`src/rtl/nes_mem_arbiter.sv`:
```
// nes_mem_arbiter: shares one ROM/RAM port among flash loader, CPU and PPU.
// Boot sequencing, CPU/PPU round-robin and tagged fixed-latency read return.
module nes_mem_arbiter #(
  parameter int ADDR_W       = 22,
  parameter int DATA_W       = 8,
  parameter int READ_LATENCY = 2
) (
  input  logic              clock,
  input  logic              reset_n,
  input  logic              load_done,
  input  logic              ld_req,
  input  logic [ADDR_W-1:0] ld_addr,
  input  logic [DATA_W-1:0] ld_wdata,
  output logic              ld_ack,
  input  logic              cpu_req,
  input  logic              cpu_we,
  input  logic [ADDR_W-1:0] cpu_addr,
  input  logic [DATA_W-1:0] cpu_wdata,
  output logic              cpu_ack,
  output logic [DATA_W-1:0] cpu_q,
  output logic              cpu_qvalid,
  input  logic              ppu_req,
  input  logic [ADDR_W-1:0] ppu_addr,
  output logic              ppu_ack,
  output logic [DATA_W-1:0] ppu_q,
  output logic              ppu_qvalid,
  output logic [ADDR_W-1:0] mem_addr,
  output logic              mem_we,
  output logic [DATA_W-1:0] mem_wdata,
  input  logic [DATA_W-1:0] mem_rdata
);

  typedef enum logic [1:0] {
    S_LOAD,
    S_DRAIN,
    S_RUN
  } state_t;

  state_t state;
  state_t state_nx;

  logic rr_ppu;
  logic gnt_ld;
  logic gnt_cpu;
  logic gnt_ppu;
  logic gnt_any;
  logic gnt_wr;
  logic iss_v;
  logic iss_p;
  logic [READ_LATENCY-1:0] tag_v;
  logic [READ_LATENCY-1:0] tag_p;
  logic pipe_busy;
  logic exit_cpu;
  logic exit_ppu;

  assign gnt_any   = gnt_ld | gnt_cpu | gnt_ppu;
  assign gnt_wr    = gnt_ld | (gnt_cpu & cpu_we);
  assign pipe_busy = iss_v | (|tag_v);
  assign exit_cpu  = tag_v[READ_LATENCY-1]
                   & ~tag_p[READ_LATENCY-1];
  assign exit_ppu  = tag_v[READ_LATENCY-1]
                   & tag_p[READ_LATENCY-1];

  // Boot state register.
  always_ff @(posedge clock or negedge reset_n) begin
    if (!reset_n) begin
      state <= S_LOAD;
    end else begin
      state <= state_nx;
    end
  end

  // Next state and the single winner of this clock.
  always_comb begin
    state_nx = state;
    gnt_ld   = 1'b0;
    gnt_cpu  = 1'b0;
    gnt_ppu  = 1'b0;
    unique case (state)
      S_LOAD: begin
        gnt_ld = ld_req;
        if (load_done) state_nx = S_DRAIN;
      end
      S_DRAIN: begin
        if (!pipe_busy) state_nx = S_RUN;
      end
      S_RUN: begin
        if (cpu_req && ppu_req) begin
          gnt_cpu = ~rr_ppu;
          gnt_ppu = rr_ppu;
        end else begin
          gnt_cpu = cpu_req;
          gnt_ppu = ppu_req;
        end
        if (!load_done) state_nx = S_LOAD;
      end
      default: state_nx = S_LOAD;
    endcase
  end

  // Registered issue: acks, memory strobes and the issue tag.
  always_ff @(posedge clock or negedge reset_n) begin
    if (!reset_n) begin
      ld_ack    <= 1'b0;
      cpu_ack   <= 1'b0;
      ppu_ack   <= 1'b0;
      mem_addr  <= '0;
      mem_we    <= 1'b0;
      mem_wdata <= '0;
      iss_v     <= 1'b0;
      iss_p     <= 1'b0;
    end else begin
      ld_ack  <= gnt_ld;
      cpu_ack <= gnt_cpu;
      ppu_ack <= gnt_ppu;
      mem_we  <= gnt_wr;
      iss_v   <= gnt_ppu | (gnt_cpu & ~cpu_we);
      iss_p   <= gnt_ppu;
      if (gnt_any) begin
        unique case (1'b1)
          gnt_ld:  mem_addr <= ld_addr;
          gnt_cpu: mem_addr <= cpu_addr;
          gnt_ppu: mem_addr <= ppu_addr;
          default: mem_addr <= mem_addr;
        endcase
      end
      if (gnt_ld) begin
        mem_wdata <= ld_wdata;
      end else if (gnt_cpu && cpu_we) begin
        mem_wdata <= cpu_wdata;
      end
    end
  end

  // Round-robin pointer points away from the last granted port.
  always_ff @(posedge clock or negedge reset_n) begin
    if (!reset_n) begin
      rr_ppu <= 1'b0;
    end else if (gnt_cpu) begin
      rr_ppu <= 1'b1;
    end else if (gnt_ppu) begin
      rr_ppu <= 1'b0;
    end
  end

  // Tag pipe aligns each read's owner with its returning data.
  always_ff @(posedge clock or negedge reset_n) begin
    if (!reset_n) begin
      tag_v <= '0;
      tag_p <= '0;
    end else begin
      tag_v[0] <= iss_v;
      tag_p[0] <= iss_p;
      for (int i = 1; i < READ_LATENCY; i++) begin
        tag_v[i] <= tag_v[i-1];
        tag_p[i] <= tag_p[i-1];
      end
    end
  end

  // Read data output registers with single-clock valid pulses.
  always_ff @(posedge clock or negedge reset_n) begin
    if (!reset_n) begin
      cpu_q      <= '0;
      cpu_qvalid <= 1'b0;
      ppu_q      <= '0;
      ppu_qvalid <= 1'b0;
    end else begin
      cpu_qvalid <= exit_cpu;
      ppu_qvalid <= exit_ppu;
      if (exit_cpu) cpu_q <= mem_rdata;
      if (exit_ppu) ppu_q <= mem_rdata;
    end
  end

endmodule
```
`config.mk`:
```
export PLATFORM = sky130hd
export DESIGN_NAME = nes_mem_arbiter
export DESIGN_NICKNAME = d
export VERILOG_FILES = /design/src/rtl/nes_mem_arbiter.sv
export SDC_FILE = /design/constraint.sdc
export NUM_CORES = 1
export LEC_CHECK = 0
export ABC_AREA = 1
export CAP_MARGIN = 20
export CORE_UTILIZATION = 35
export CTS_CLUSTER_DIAMETER = 80
export DETAILED_ROUTE_END_ITERATION = 8
export PLACE_DENSITY = 0.81
export SYNTH_ARGS = -nofsm -noshare
export SYNTH_HDL_FRONTEND = slang
export SYNTH_SLANG_ARGS = --single-unit
export TNS_END_PERCENT = 1
```
`constraint.sdc`:
```
create_clock -name clock -period 2.2 [get_ports clock]
set_clock_uncertainty 0.2 [all_clocks]
set_input_delay 0.55 -clock clock [delete_from_list [all_inputs] [get_ports clock]]
set_output_delay 0.55 -clock clock [all_outputs]
set_load 0.05 [all_outputs]
```
### Word level (Yosys, flattened, before mapping)

Index checks and enable logic that the tools add are counted.

| word-level totals | value |
|---|---|
| flip-flop bits (word level) | 60 |
| input port bits | 97 |
| logic and storage cells | 55 |

| operators by class | value |
|---|---|
| equal/unequal tests | 5 |
| muxes and demuxes | 14 |
| bitwise operators | 12 |
| reduce and logical (&&, ||, !) cells | 9 |

Operators by type and width:

| kind | count |
|---|---|
| 22-bit case mux with 3 select lines | 1 |
| 8-bit 2-to-1 mux | 2 |
| 1-bit 2-to-1 mux | 7 |
| 2-bit 2-to-1 mux | 3 |
| 2-bit != test, second input constant | 3 |
| 2-bit case mux with 3 select lines | 1 |
| 1-bit bitwise OR | 5 |
| 1-bit AND | 4 |
| 2-bit nonzero test | 2 |
| 1-bit inverter | 3 |
| 3-bit AND reduction | 1 |
| 3-bit nonzero test | 1 |
| 2-bit by 1-bit == test with 1-bit output, second input constant | 1 |
| 2-bit == test, second input constant | 1 |
| 1-bit logical AND | 2 |
| 2-bit logical NOT | 1 |
| 2-bit AND reduction | 1 |
| 2-bit OR reduction | 1 |

### Logic depth before layout (Yosys ltp)

Gate-level depths: netlist of run 1.

| logic depth | value |
|---|---|
| depth in word-level cells | 6 |
| gate-level depth with buffers | 8 |
| gate-level depth less buffers | 7 |

### Least setup slack after synthesis of run 1

Ideal clock, no wire load.

| path | value |
|---|---|
| kind | input-to-reg |
| start point | in ppu_req |
| end point | reg mem_addr[10] |
| arrival time | 1.385 ns |
| data required time | 1.933 ns |
| path slack | 0.548 ns |
| stages on the path | 7 |
| path through | buf_2 -> nand2_2 -> clkbuf_1 -> nand4_1 -> nand3_1 -> nand2_1 -> nand2_1 |

| between the ends | value |
|---|---|
| word-level cells in the longest chain between the ends | 6 |

Ends and longest elaborated chain:

| item | RTL line | source |
|---|---|---|
| start: declaration | 22 | `input logic ppu_req,` |
| 1-bit logical AND | 88 | `if (cpu_req && ppu_req) begin` |
| 1-bit 2-to-1 mux | 88 |  |
| 1-bit 2-to-1 mux | 79 | `unique case (state)` |
| 1-bit bitwise OR (2 in a row) | 56 | `assign gnt_any = gnt_ld \| gnt_cpu \| gnt_ppu;` |
| 2-bit AND reduction (no source line) | -- |  |
| end signal: assignment | 121 | `gnt_ld: mem_addr <= ld_addr;` |
| end signal: assignment | 122 | `gnt_cpu: mem_addr <= cpu_addr;` |
| end signal: assignment | 123 | `gnt_ppu: mem_addr <= ppu_addr;` |
| end: declaration | 27 | `output logic [ADDR_W-1:0] mem_addr,` |

Several ways; a longest one is shown, not always the timed one.
A chain may end at the register's enable or synchronous reset.

### Worst setup path after layout of run 1

| path | value |
|---|---|
| start point | in ppu_req |
| end point | reg mem_wdata[0] |

| between the ends | value |
|---|---|
| word-level cells in the longest chain between the ends | 5 |

Ends and longest elaborated chain:

| item | RTL line | source |
|---|---|---|
| 1-bit logical AND | 88 |  |
| 1-bit 2-to-1 mux | 88 |  |
| 1-bit 2-to-1 mux | 79 |  |
| via gnt_cpu | 44 | `logic gnt_cpu;` |
| 1-bit logical AND | 129 | `end else if (gnt_cpu && cpu_we) begin` |
| 2-bit nonzero test (no source line) | -- |  |
| end signal: assignment | 128 | `mem_wdata <= ld_wdata;` |
| end signal: assignment | 130 | `mem_wdata <= cpu_wdata;` |
| end: declaration | 29 | `output logic [DATA_W-1:0] mem_wdata,` |

The timed path passes the listed nets, and every way through them passes these cells.

==> summary by stage, run 1 <==
Status
The run finished with clean final reports.

Yosys
The cell count after synthesis came out at 373. The dominant synthesized flop cell is dfrtp_1. The sequential share of the synthesized area is 51.2%. Sorting the synthesized cells by area gives the leading types as dfrtp_1 (51%), nand2_1 (16%), nand3_1 (7.7%). Yosys mapped a number of flops with a built-in enable equal to 0. The library cell occupying the most area in the post-synthesis netlist is dfrtp_1. Dividing the synthesized area by the synthesized cell count gives 7.87 um^2.

The number of nets handed over by synthesis was 470. The synthesized area is 2940 um^2. The synthesis-stage register bit count is 60. For this run, the number of Yosys warnings is 0. The distinct cell type count after synthesis is 21. The most instantiated library cell after synthesis is nand2_1. Of the post-synthesis cell area, the dominant cell type holds 51.2%. After synthesis, the most frequently instantiated cells are nand2_1 (126), dfrtp_1 (60), nand3_1 (45). The fraction of synthesis flops using an asynchronous set or reset pin is 100%.

Timing
Counting I/O delays and the setup requirement, the final critical path takes 1.91 ns. The part of the cycle the worst path needs is 86.8%. The final-report max-slew violation count is 0. Setup repair after global routing left no endpoint under its margin.

The setup violation total in the final timing report is 0. For the pin with the worst max-slew slack, the measured transition is 0.504 ns. Based on the critical path, the design can be clocked at up to 524 MHz. In this run the tightest slew margin relative to its limit is 66.3%. The worst hold slack across all endpoints is 0.0245 ns.

The count of final hold-check violations is 0.

Clocking
Clock latency on the worst-skew pair, taken at its later pin, is 0.33 ns. In this run the clock root is driven by a clkbuf_8. In this run, CTS created clock tree buffers numbering 9. The depth of the CTS H-tree is 3. The clock sink total is 60. After clock tree synthesis, the clock-pin slew on the worst setup and hold paths is 0.07 ns. After clock tree synthesis, the flow added hold-fix buffers numbering 0. The CTS tree is yes. The clock passes through at most 2 buffers.

Power and ir drop
The analysis attributes to cell leakage a power of 2.35 nW. The largest vdd supply drop is 0.716 mV. Power spread over the standard cell area amounts to 1470 nW/um^2.

Floorplanning
The overall die width is 93.6 um. Pin placement for this block handled 149 I/O pins. In this run the core area contains 33 standard-cell rows. The die is 93.6 um tall. The floorplan step defined a core boundary enclosing 8180 um^2. The starting density of the core is 35.9%. The area of the die is 8760 um^2.

Critical path
The worst-case reg-to-reg path depth is 7. The cell family with the largest share of critical-path delay is simple AND/OR/NAND/NOR gates. The maximum cell stage delay along the critical path is 0.54 ns. The critical-path maximum fanout is 10. The reg-to-reg critical path endpoint is mem_wdata[0].

The critical path in this run is classified as in2reg. The register-to-register setup slack is 0.56 ns. The critical path endpoint category is a flop.

The buffering stage count on the worst path with inverters included is 2. The critical path depth in cells is 8. The worst endpoint data arrival time is 1.97 ns. The slowest stage of the critical path is the clkdlybuf4s50_1 cell. The critical path goes through clkdlybuf4s50_1, nand2_2, inv_2, nor2_4, nand2_4, nand2_4, nand2_1, nand2_1. The worst register-to-register path begins at state[0]. The sort of element at the start of the critical path is an input pin. The data required time at the worst endpoint is 2.26 ns.

Placement
The routability-driven placement congestion ratio is 0.794. The placed wire-length estimate is 6450 um. In this run, placement finished with an instance count of 622. The placed instances occupy a cell area of 4490 um^2. The number of port buffers is 148.

Detailed routing
The first detailed-routing pass took 5 iterations. In the routed design, unresolved DRC markers number 0. The count of routing violations after the opening detailed-route iteration is 133. Detailed routing inserted a total of 3177 vias. The post-detailed-route count of antenna-violating nets is 0.

The detailed-route wire length per cell is 13.8 um. The final wirelength is 8810 um. Using the TritonRoute via totals, the vias-per-cell ratio works out to 4.98.

Flow run
Across the run, the number of max-cap violations was 0.

Cells and area
The cell area after layout is 4710 um^2. The register cell area after layout is 1500 um^2. At the end of the flow, the number of nets in the layout was 625. In the final layout, the share of cells above drive strength 1 is 18.4%.

In the final layout, the multi-input gates occupy 1240 um^2. The utilization after layout is 57.6%. 0 antenna diodes ended up in the layout. The number of non-filler instances in the completed layout is 638.

The synthesis-to-layout area growth is 60.5%. The number of fill cells is 739.

GRT
Entering global routing, the biggest net connects 61 pins. The overall fraction of global-route tracks in use is 20.5%. For this run the aggregate overflow at the end of global routing stands at 0. The first-pass GRT wire length is 13800 um. The number of global-route vias before repair is 3051. The number of antenna violations at the first check in global routing came to 0.

Hold path
The worst hold-check path type is in2async.
registers in the layout (all words and copies together), names as in the netlist, 2 cells and up:
signal	count
state	2
tag_v	2
mem_wdata	8
tag_p	2
ppu_q	8
mem_addr	22
cpu_q	8
how the worst max path moves through the flow:
stage                     from  slack (ns)           end
floorplan              ppu_req        0.55  mem_addr[10]
global placement       ppu_req        0.03  mem_wdata[7]
detailed placement     ppu_req       -0.03  mem_wdata[3]
CTS                 ppu_qvalid        0.27    ppu_qvalid
global route           ppu_req        0.17  mem_wdata[3]
finish                 ppu_req        0.29  mem_wdata[0]
cell usage in the layout (no fill, tap or decap):
master	synthesis	layout
nand2_4	2	2
o22ai_1	1	1
buf_4	5	67
nor2_2	1	1
bufinv_16	0	2
clkbuf_8	0	10
nor2_4	2	2
clkinv_2	0	1
buf_12	0	4
dfrtp_1	60	60
clkbuf_1	6	2
clkinvlp_4	0	1
a21oi_1	1	1
nor2_1	35	35
o21ai_0	17	17
dlygate4sd2_1	0	1
nand3_2	2	2
nand2_2	1	1
inv_2	3	3
nand3_1	45	45
nand2_1	126	126
clkdlybuf4s50_1	0	95
o21ai_2	1	1
buf_2	10	1
o31ai_1	1	1
inv_1	15	15
nand4_1	36	36
repair_timing:
| item | in CTS | in global routing |
|---|---|---|
| setup buffers | 0 | 0 |
| resized for setup | 1 | 0 |
| hold endpoints to repair | 0 | 0 |
| endpoints found under the setup margin | 1 | 0 |
area by class of cell:
type,count,area share [%]
flip-flops and latches,60,31.9
well taps,105,2.79
multi-input cells,271,26.4
inverters,18,1.43
repair buffers,168,32.9
clock inverters,4,1.54
clock buffers,12,3.08
kinds of logic (layout without fill, tap and decap cells):
logic type,count (synthesis),in the layout,synth area share [%]
simple gates,250,250,38.6
flops,60,60,51.2
buf+inv,42,202,6.44
compound gates,21,21,3.84
metal layers:
| metal | vias to the layer above | GRT usage, % | wire length, um |
|---|---|---|---|
| met2 | 145 | 36.5 | 4540 |
| met3 | 12 | 5.37 | 598 |
| li1 | 1539 | - | - |
| met4 | 0 | 6.92 | 84 |
| met1 | 1481 | 23.7 | 3580 |
| met5 | - | 0 | 0 |
power by group:
| group | total, mW | internal [mW] | switching (mW) |
|---|---|---|---|
| Sequential | 1.87 | 1.59 | 0.284 |
| Combinational | 3.98 | 1.28 | 2.71 |
| Clock | 1.08 | 0.668 | 0.417 |
metrics by stage:
stage          setup WS (ns)  total power, mW  setup TNS [ns]
3_3_place_gp          0.0323             5.79               0
6_report               0.291             6.94               0
5_1_grt                0.174             7.34               0
3_5_place_dp         -0.0315             5.87          -0.145
2_1_floorplan          0.548             4.51               0
4_1_cts                0.272             6.98               0
Note: power is estimated with default switching activity, not from simulation.
==> run 2: changes to the inputs <==
Settings changed: CORE_UTILIZATION 35 to 43, PLACE_DENSITY 0.81 to 0.95, SLEW_MARGIN set to 30.
==> run 2 against run 1 <==
Net effect: the run now ends with DRC left; flip-flop and latch count stayed put; count of clock-buffer cells in the layout is 2 lower; non-clock buffer count is 1 lower; die area is 18% lower; final area is 1.5% lower; global-route usage is 5.8 points higher; sequential share of layout area is 0.48 points higher; largest power group unchanged; highest routed layer unchanged.
==> summary by stage, run 2 (same netlist as run 1, synthesis figures left out) <==
Status
The flow ran to the end, but the final reports show violations. The checks that failed: DRC.

Detailed routing
The count of unresolved DRC violations after routing is 10 (+10). The wire length on met1 was 3460 um (-3.3%). The post-detailed-route count of antenna-violating nets is 0 (unchanged). The top routing layer in use is met4. The routed length on met2 was 4490 um (-1.2%).

The final wirelength is 8970 um (+1.8%). The detailed-route wire length per cell is 14.7 um (+6.7%). The number of vias after detailed routing was 3249 (+2.3%). The detailed-route vias per instance is 5.33 (+7.1%). The first-pass iteration count of the detailed router is 7 (+2). The count of routing violations after the opening detailed-route iteration was 168 (+26%).

The total met3 wirelength after detailed routing is 857 um (+43%).

Placement
The post-placement worst setup slack is 0.0364 ns (+0.0678 ns). The number of port buffers is 148 (unchanged). The routability-driven placement congestion ratio is 0.816 (+2.7%). The placed wire-length estimate was 6560 um (+1.7%). The cell total after placement was 593 (-4.7%).

Cells and area
The area of the multi-input gates came to 1240 um^2 (unchanged). The number of non-filler instances in the completed layout is 609 (-4.5%). The register cell area after layout came to 1500 um^2 (unchanged).

The number of antenna repair diodes was 0 (unchanged). The register with the most flip-flops in the final layout is mem_addr. The final layout net count is 624 (-0.16%). Leaving out fill and tap cells, the most frequent cell in the layout is nand2_1. In the layout the commonest cells are nand2_1 (126), clkdlybuf4s50_1 (95), buf_4 (65). Compared with the post-synthesis result, the final layout area differs by 58.1%. The flip-flop count of the largest register, all copies and words added is 22 (unchanged). The share of post-route cells with drive strength above 1 came to 18.6% (+0.22 points). The utilization after layout is 71.9% (+14 points). The number of fill cells is 500 (-32%).

Floorplanning
The area of the die is 7160 um^2 (-18%). The row count was 29 (-12%). The core region area is 6460 um^2 (-21%). The overall die height came to 84.6 um (-9.6%). The starting density of the core is 45.4% (+9.5 points). The number of top-level design ports was 149 (unchanged).

The overall die width is 84.6 um (-9.6%).

Clocking
The clock-pin slew on the worst setup and hold paths is 0.07 ns (about the same). The depth of the CTS H-tree was 3 (unchanged). The maximum buffer depth of the clock tree is 2 (unchanged). The worst-skew pair later-pin latency is 0.33 ns (about the same). The clock buffer count from CTS was 9 (unchanged). The root cell of the clock tree is clkbuf_8.

The buffers inserted during post-CTS setup optimization is 0 (unchanged). TritonCTS built the clock tree. The clock sink total was 60 (unchanged).

Timing
The achievable clock frequency is 520 MHz (-0.75%). The count of final hold-check violations is 0 (unchanged). The part of the cycle the worst path needs was 87.5% (+0.66 points). The setup TNS came to 0 ns (unchanged). The setup violation total in the final timing report is 0 (unchanged).

Setup repair after global routing left no endpoint under its margin. The worst setup slack after layout came to 0.276 ns (-0.0145 ns). The final critical path time including I/O delays and setup is 1.92 ns (+0.0145 ns). The final-report max-slew violation count is 0 (unchanged).

The relative slew slack is 67.9% (+1.6 points). The measured slew at the worst slew-check pin is 0.483 ns (-0.0212 ns).

Critical path
Walking the worst path, the cells encountered are dlygate4sd2_1. The data required time at the worst endpoint came to 1.45 ns (-0.81 ns). The buffering stage count on the worst path with inverters included came to 1 (-1). For this design, the slowest cell found on the critical path is dlygate4sd2_1. STA classifies the critical path startpoint as a flop. The critical-path maximum fanout is 1 (-9). The worst endpoint data arrival time is 1.17 ns (-0.80 ns). The class of the most critical setup path is reg2out. On the critical path the largest part of the delay comes from buffers and inverters.

The maximum cell stage delay along the critical path came to 0.52 ns (-0.02 ns). The critical path endpoint category is an output port.

GRT
The first-pass GRT wire length is 14700 um (+6.7%). The number of global-route vias before repair is 3095 (+1.4%). The maximum number of pins on one net before global-route repair was 61 (unchanged). The overall fraction of global-route tracks in use is 26.2% (+5.8 points). The number of antenna violations at the first check in global routing is 0 (unchanged).

The overall overflow remaining after global route was 0 (unchanged).

Power and ir drop
The largest vdd supply drop is 0.838 mV (+17%). The power consumption is 6.78 mW (-2.2%). The static power due to leakage is 2.32 nW (-1.3%).

The cell area power density came to 1460 nW/um^2 (-0.75%).

Flow run
The count of max-cap constraint violations is 0 (unchanged).

Hold path
The worst hold-check path type is in2async.
run 2: cell count changes in the layout (fill, tap and decap cells not counted), sizes merged:
cell / delta
bufinv: -2
buf: -1
clkinvlp: +3
clkinv: +1
clkbuf: -2
run 2: final timing paths:
path                            start            to  slack [ns]  cells past startpoint
max                        ppu_qvalid    ppu_qvalid        0.28                      1
min                           reset_n   mem_addr[9]        0.02                      2
max reg2reg                  state[1]  mem_addr[15]        0.64                      7
min reg2reg                  tag_p[0]      tag_p[1]        0.15                      0
max in group asynchronous     reset_n  mem_addr[19]        1.53                      2
min in group clock           tag_p[0]      tag_p[1]        0.15                      0
run 2: layout make-up:
cell class,count,share of cell area [%]
Timing Repair Buffer,167,33.5
Sequential cell,60,32.4
Multi-Input combinational cell,271,26.8
Clock buffer,10,2.97
Tap cell,77,2.08
Inverter,18,1.46
Clock inverter,6,0.863
run 2: repair_timing:
| action | CTS | global route |
|---|---|---|
| hold buffers | 0 | 0 |
| resized for setup | 1 | 0 |
| endpoints found under the setup margin | 1 | 0 |
run 2: per-stage QoR:
step | hold WS, ns | cell area (um^2)
CTS | 0.0223 | 4640
finish | 0.0184 | 4640
global placement | 0.135 | 4460
global route | 0.0329 | 4640
floorplan | 0.0544 | 2940
detailed placement | 0.136 | 4460
run 2: power breakdown:
group | internal (mW) | leakage (nW) | switching (mW)
sequential | 1.59 | 0.721 | 0.295
combinational | 1.30 | 1.52 | 2.73
clock | 0.434 | 0.0803 | 0.438
total | 3.32 | 2.32 | 3.47
run 2: metal layers:
layer | track usage (%) | vias to the layer above
met5 | 0 | -
met3 | 6.78 | 21
met1 | 32.3 | 1510
met2 | 44.2 | 181
met4 | 10.3 | 0
li1 | - | 1537
==> RTL change 1 (flow settings as in run 1) <==
Re-encode `state_t` (3 states) as one-hot, 3 bits wide.
--- a/src/rtl/nes_mem_arbiter.sv
+++ b/src/rtl/nes_mem_arbiter.sv
@@ -30,10 +30,10 @@
   input  logic [DATA_W-1:0] mem_rdata
 );
 
-  typedef enum logic [1:0] {
-    S_LOAD,
-    S_DRAIN,
-    S_RUN
+  typedef enum logic [2:0] {
+    S_LOAD  = 3'b001,
+    S_DRAIN = 3'b010,
+    S_RUN   = 3'b100
   } state_t;
 
   state_t state;
Function: same outputs for any inputs over 10 cycles, from zero or initial values and one cycle with reset_n low; not proved beyond that.
==> RTL change 1 against run 1 <==
  * Cell area up 1.1%
  * Worst setup slack worse by 0.056 ns
  * Routed wire length is 2.5% lower
  * Total power down 13%
  * Synthesized area grew 3.4%
  * Global-route usage fell by 0.76 points
  * Final cell count grew 4.2%
  * Sequential cell count grew 1
  * Largest power group unchanged
==> RTL change 1: results (changes against run 1) <==
| Metric | Value |
|---|---|
| Status | complete, no violations (unchanged) |
| Post-Place Setup Slack | -0.0609 ns (was -0.0315 ns) |
| Worst hold margin | 0.00874 ns (was 0.0245 ns) |
| Top cells by count, synth | nand2_1, nand3_1, dfrtp_1 (was nand2_1, dfrtp_1, nand3_1) |
| Largest net degree at the start of global routing | 62 (was 61) |
| IR drop worst, VDD | 873 µV (was 716 µV) |
| Worst slew margin | 0.663 (about the same) |
| Final wirelength | 8590 µm (was 8810 µm) |
| Met3 global-route usage | 0.0383 (was 0.0537) |
| Met1 Wirelength | 3600 µm (was 3580 µm) |
| Syn_nets | 501 (was 470) |
| Distinct cells, synth | 22 (was 21) |
| GR Layer Usage met2 | 0.346 (was 0.365) |
| Met3 WL | 580 µm (was 598 µm) |
| Fin worst setup slack | 0.234 ns (was 0.291 ns) |
| Routed wl met2 | 4300 µm (was 4540 µm) |
| Total GRT Usage | 0.197 (was 0.205) |
| Fill count | 764 (was 739) |
| Routability cong. | 0.830 (was 0.794) |
| Share of layout cells above drive strength 1 | 0.166 (was 0.184) |
| Critical path's largest stage delay | 0.49 ns (was 0.54 ns) |
| Sequential portion of the cell area | 0.321 (was 0.319) |
| Seq cells post-synth | 61 (was 60) |
| Buffering overhead | 0.312 (was 0.329) |
| Avg Inst Size Synth | 7.51 µm² (was 7.87 µm²) |
| Final nets | 653 (was 625) |
| DP Area | 4530 µm² (was 4490 µm²) |
| First-pass GRT wire length | 13800 µm (about the same) |
| Arr. time, crit path | 2.01 ns (was 1.97 ns) |
| Internal reg-to-reg setup slack | 0.45 ns (was 0.56 ns) |
| Max Fanout on Critical Path | 16 (was 10) |
| Final core occ | 0.574 (was 0.576) |
| HPWL Detailed | 6390 µm (was 6450 µm) |
| Register area share after synthesis | 0.503 (was 0.512) |
| GR Util met1 | 0.244 (was 0.237) |
| Non-clock inverter count | 42 (was 18) |
| Sequential Power Share | 0.296 (was 0.270) |
| Synthesized instance count | 404 (was 373) |
| Top cell category | sequential cells (was non-clock buffers) |
| Vias per Instance | 4.75 (was 4.98) |
==> RTL change 1: final timing paths <==
| kind | start | cells past startpoint | to |
|---|---|---|---|
| setup reg to reg | state[0]$_DFFE_PN1P_ | 7 | mem_wdata[2]$_DFFE_PN0P_ |
| setup / recovery | cpu_req | 10 | mem_addr[3]$_DFFE_PN0P_ |
| min in group clock | tag_p[0]$_DFF_PN0_ | 0 | tag_p[1]$_DFF_PN0_ |
| hold / removal | reset_n | 2 | mem_addr[7]$_DFFE_PN0P_ |
| max in group asynchronous | reset_n | 2 | state[0]$_DFFE_PN1P_ |
| hold reg to reg | tag_p[0]$_DFF_PN0_ | 0 | tag_p[1]$_DFF_PN0_ |
==> RTL change 1: logic make-up after synthesis <==
logic type	count (synthesis)	synth area share
simple gates	259	0.364
compound gates	22	0.0412
flops	61	0.503
buf+inv	62	0.0915
==> RTL change 2 (flow settings as in run 1) <==
Without the edit above. `READ_LATENCY`: 2 -> 1.
--- a/src/rtl/nes_mem_arbiter.sv
+++ b/src/rtl/nes_mem_arbiter.sv
@@ -3,7 +3,7 @@
 module nes_mem_arbiter #(
   parameter int ADDR_W       = 22,
   parameter int DATA_W       = 8,
-  parameter int READ_LATENCY = 2
+  parameter int READ_LATENCY = 1
 ) (
   input  logic              clock,
   input  logic              reset_n,
Behaviour: not the same (a bounded check fails within 10 cycles, from zero or initial values and one cycle with reset_n low).
==> RTL change 2 against run 1 <==
  * Total power fell by 2.9%
  * Global-route usage fell by 0.056 points
  * Cell area fell by 2.5%
  * Synthesized area fell by 2.0%
  * Worst setup slack got worse by 0.0022 ns
  * Routed wire length fell by 2.7%
  * Sequential cell count fell by 2
  * Die area fell by 1.9%
  * Highest routed layer unchanged
==> RTL change 2: results (changes against run 1) <==
| Metric | Value |
|---|---|
| Status | complete, no violations (unchanged) |
| Hold Path Class | reg2reg (was in2async) |
| IR drop worst, VDD | 720 µV (was 716 µV) |
| Routed wl met2 | 4190 µm (was 4540 µm) |
| First-pass DRT Iterations | 4 (was 5) |
| Pleak | 2.25 nW (was 2.35 nW) |
| Largest cells by area after synthesis | dfrtp_1, nand2_1, nand4_1, nor2_1, nand3_1 (was dfrtp_1, nand2_1, nand3_1, nand4_1, nor2_1) |
| Met3 global-route usage | 0.0427 (was 0.0537) |
| Met1 Wirelength | 3760 µm (was 3580 µm) |
| DR iter-0 viols | 80 (was 133) |
| Routability cong. | 0.828 (was 0.794) |
| Syn_nets | 474 (was 470) |
| GR Layer Usage met2 | 0.333 (was 0.365) |
| Total GRT Usage | 0.204 (was 0.205) |
| Worst hold margin | 0.164 ns (was 0.0245 ns) |
| Internal reg-to-reg setup slack | 0.58 ns (was 0.56 ns) |
| Critical path's largest stage delay | 0.52 ns (was 0.54 ns) |
| Register area share after synthesis | 0.504 (was 0.512) |
| DR vias | 3090 (was 3177) |
| Post-CTS Hold Fix Bufs | 1 (was 0) |
| Final nets | 623 (was 625) |
| DR WL/cell | 13.5 µm (was 13.8 µm) |
| Reg2reg start | state[1]$_DFFE_PN0P_ (was state[0]$_DFFE_PN0P_) |
| R2R Path End | mem_addr[8]$_DFFE_PN0P_ (was mem_wdata[0]$_DFFE_PN0P_) |
| GR Util met1 | 0.272 (was 0.237) |
| Met3 WL | 540 µm (was 598 µm) |
| Share of layout cells above drive strength 1 | 0.173 (was 0.184) |
| HPWL Detailed | 6300 µm (was 6450 µm) |
| Distinct cells, synth | 19 (was 21) |
[RTL change 2: cell types whose count changed after synthesis, sizes merged]
cell | before | now
nor2 | 38 | 70
o21bai | 0 | 1
clkbuf | 6 | 10
o22ai | 1 | 0
buf | 18 | 14
dfrtp | 60 | 58
inv | 18 | 17
or2 | 0 | 1
nand4 | 36 | 44
nand3 | 47 | 34
o21ai | 18 | 17
nand2 | 129 | 109
[RTL change 2: worst max path at each step]
stage | slack, ns | cells after the start | endpoint | start
2_1_floorplan | 0.54 | 7 | mem_addr[20]$_DFFE_PN0P_ | cpu_req
3_3_place_gp | 0.01 | 7 | mem_wdata[4]$_DFFE_PN0P_ | cpu_req
3_5_place_dp | -0.01 | 7 | mem_wdata[1]$_DFFE_PN0P_ | cpu_req
4_1_cts | 0.27 | 1 | ppu_qvalid | ppu_qvalid$_DFF_PN0_
5_1_grt | 0.17 | 7 | mem_wdata[4]$_DFFE_PN0P_ | cpu_req
6_report | 0.29 | 1 | ppu_qvalid | ppu_qvalid$_DFF_PN0_
[RTL change 2: area by class of cell]
cell class	count	area, µm²
fill	733	3250
timing repair buffer	162	1490
sequential	58	1450
multi-input combinational	278	1260
tap	102	128
clock buffer	9	124
clock inverter	7	78.8
inverter	17	63.8
[RTL change 2: stage by stage]
stage	TNS [ns]	utilization	instances	power [mW]	instance area, µm²
floorplan	0	-	377	4.48	2880
global placement	0	0.559	616	5.70	4380
detailed placement	-0.0160	0.559	616	5.79	4380
CTS	0	0.585	633	6.80	4590
global route	0	0.585	633	7.18	4590
finish	0	0.585	633	6.74	4590
[RTL change 2: power breakdown]
group	total [mW]	internal, mW	switching (mW)
sequential	1.82	1.55	0.275
clock	0.991	0.530	0.461
combinational	3.93	1.23	2.69
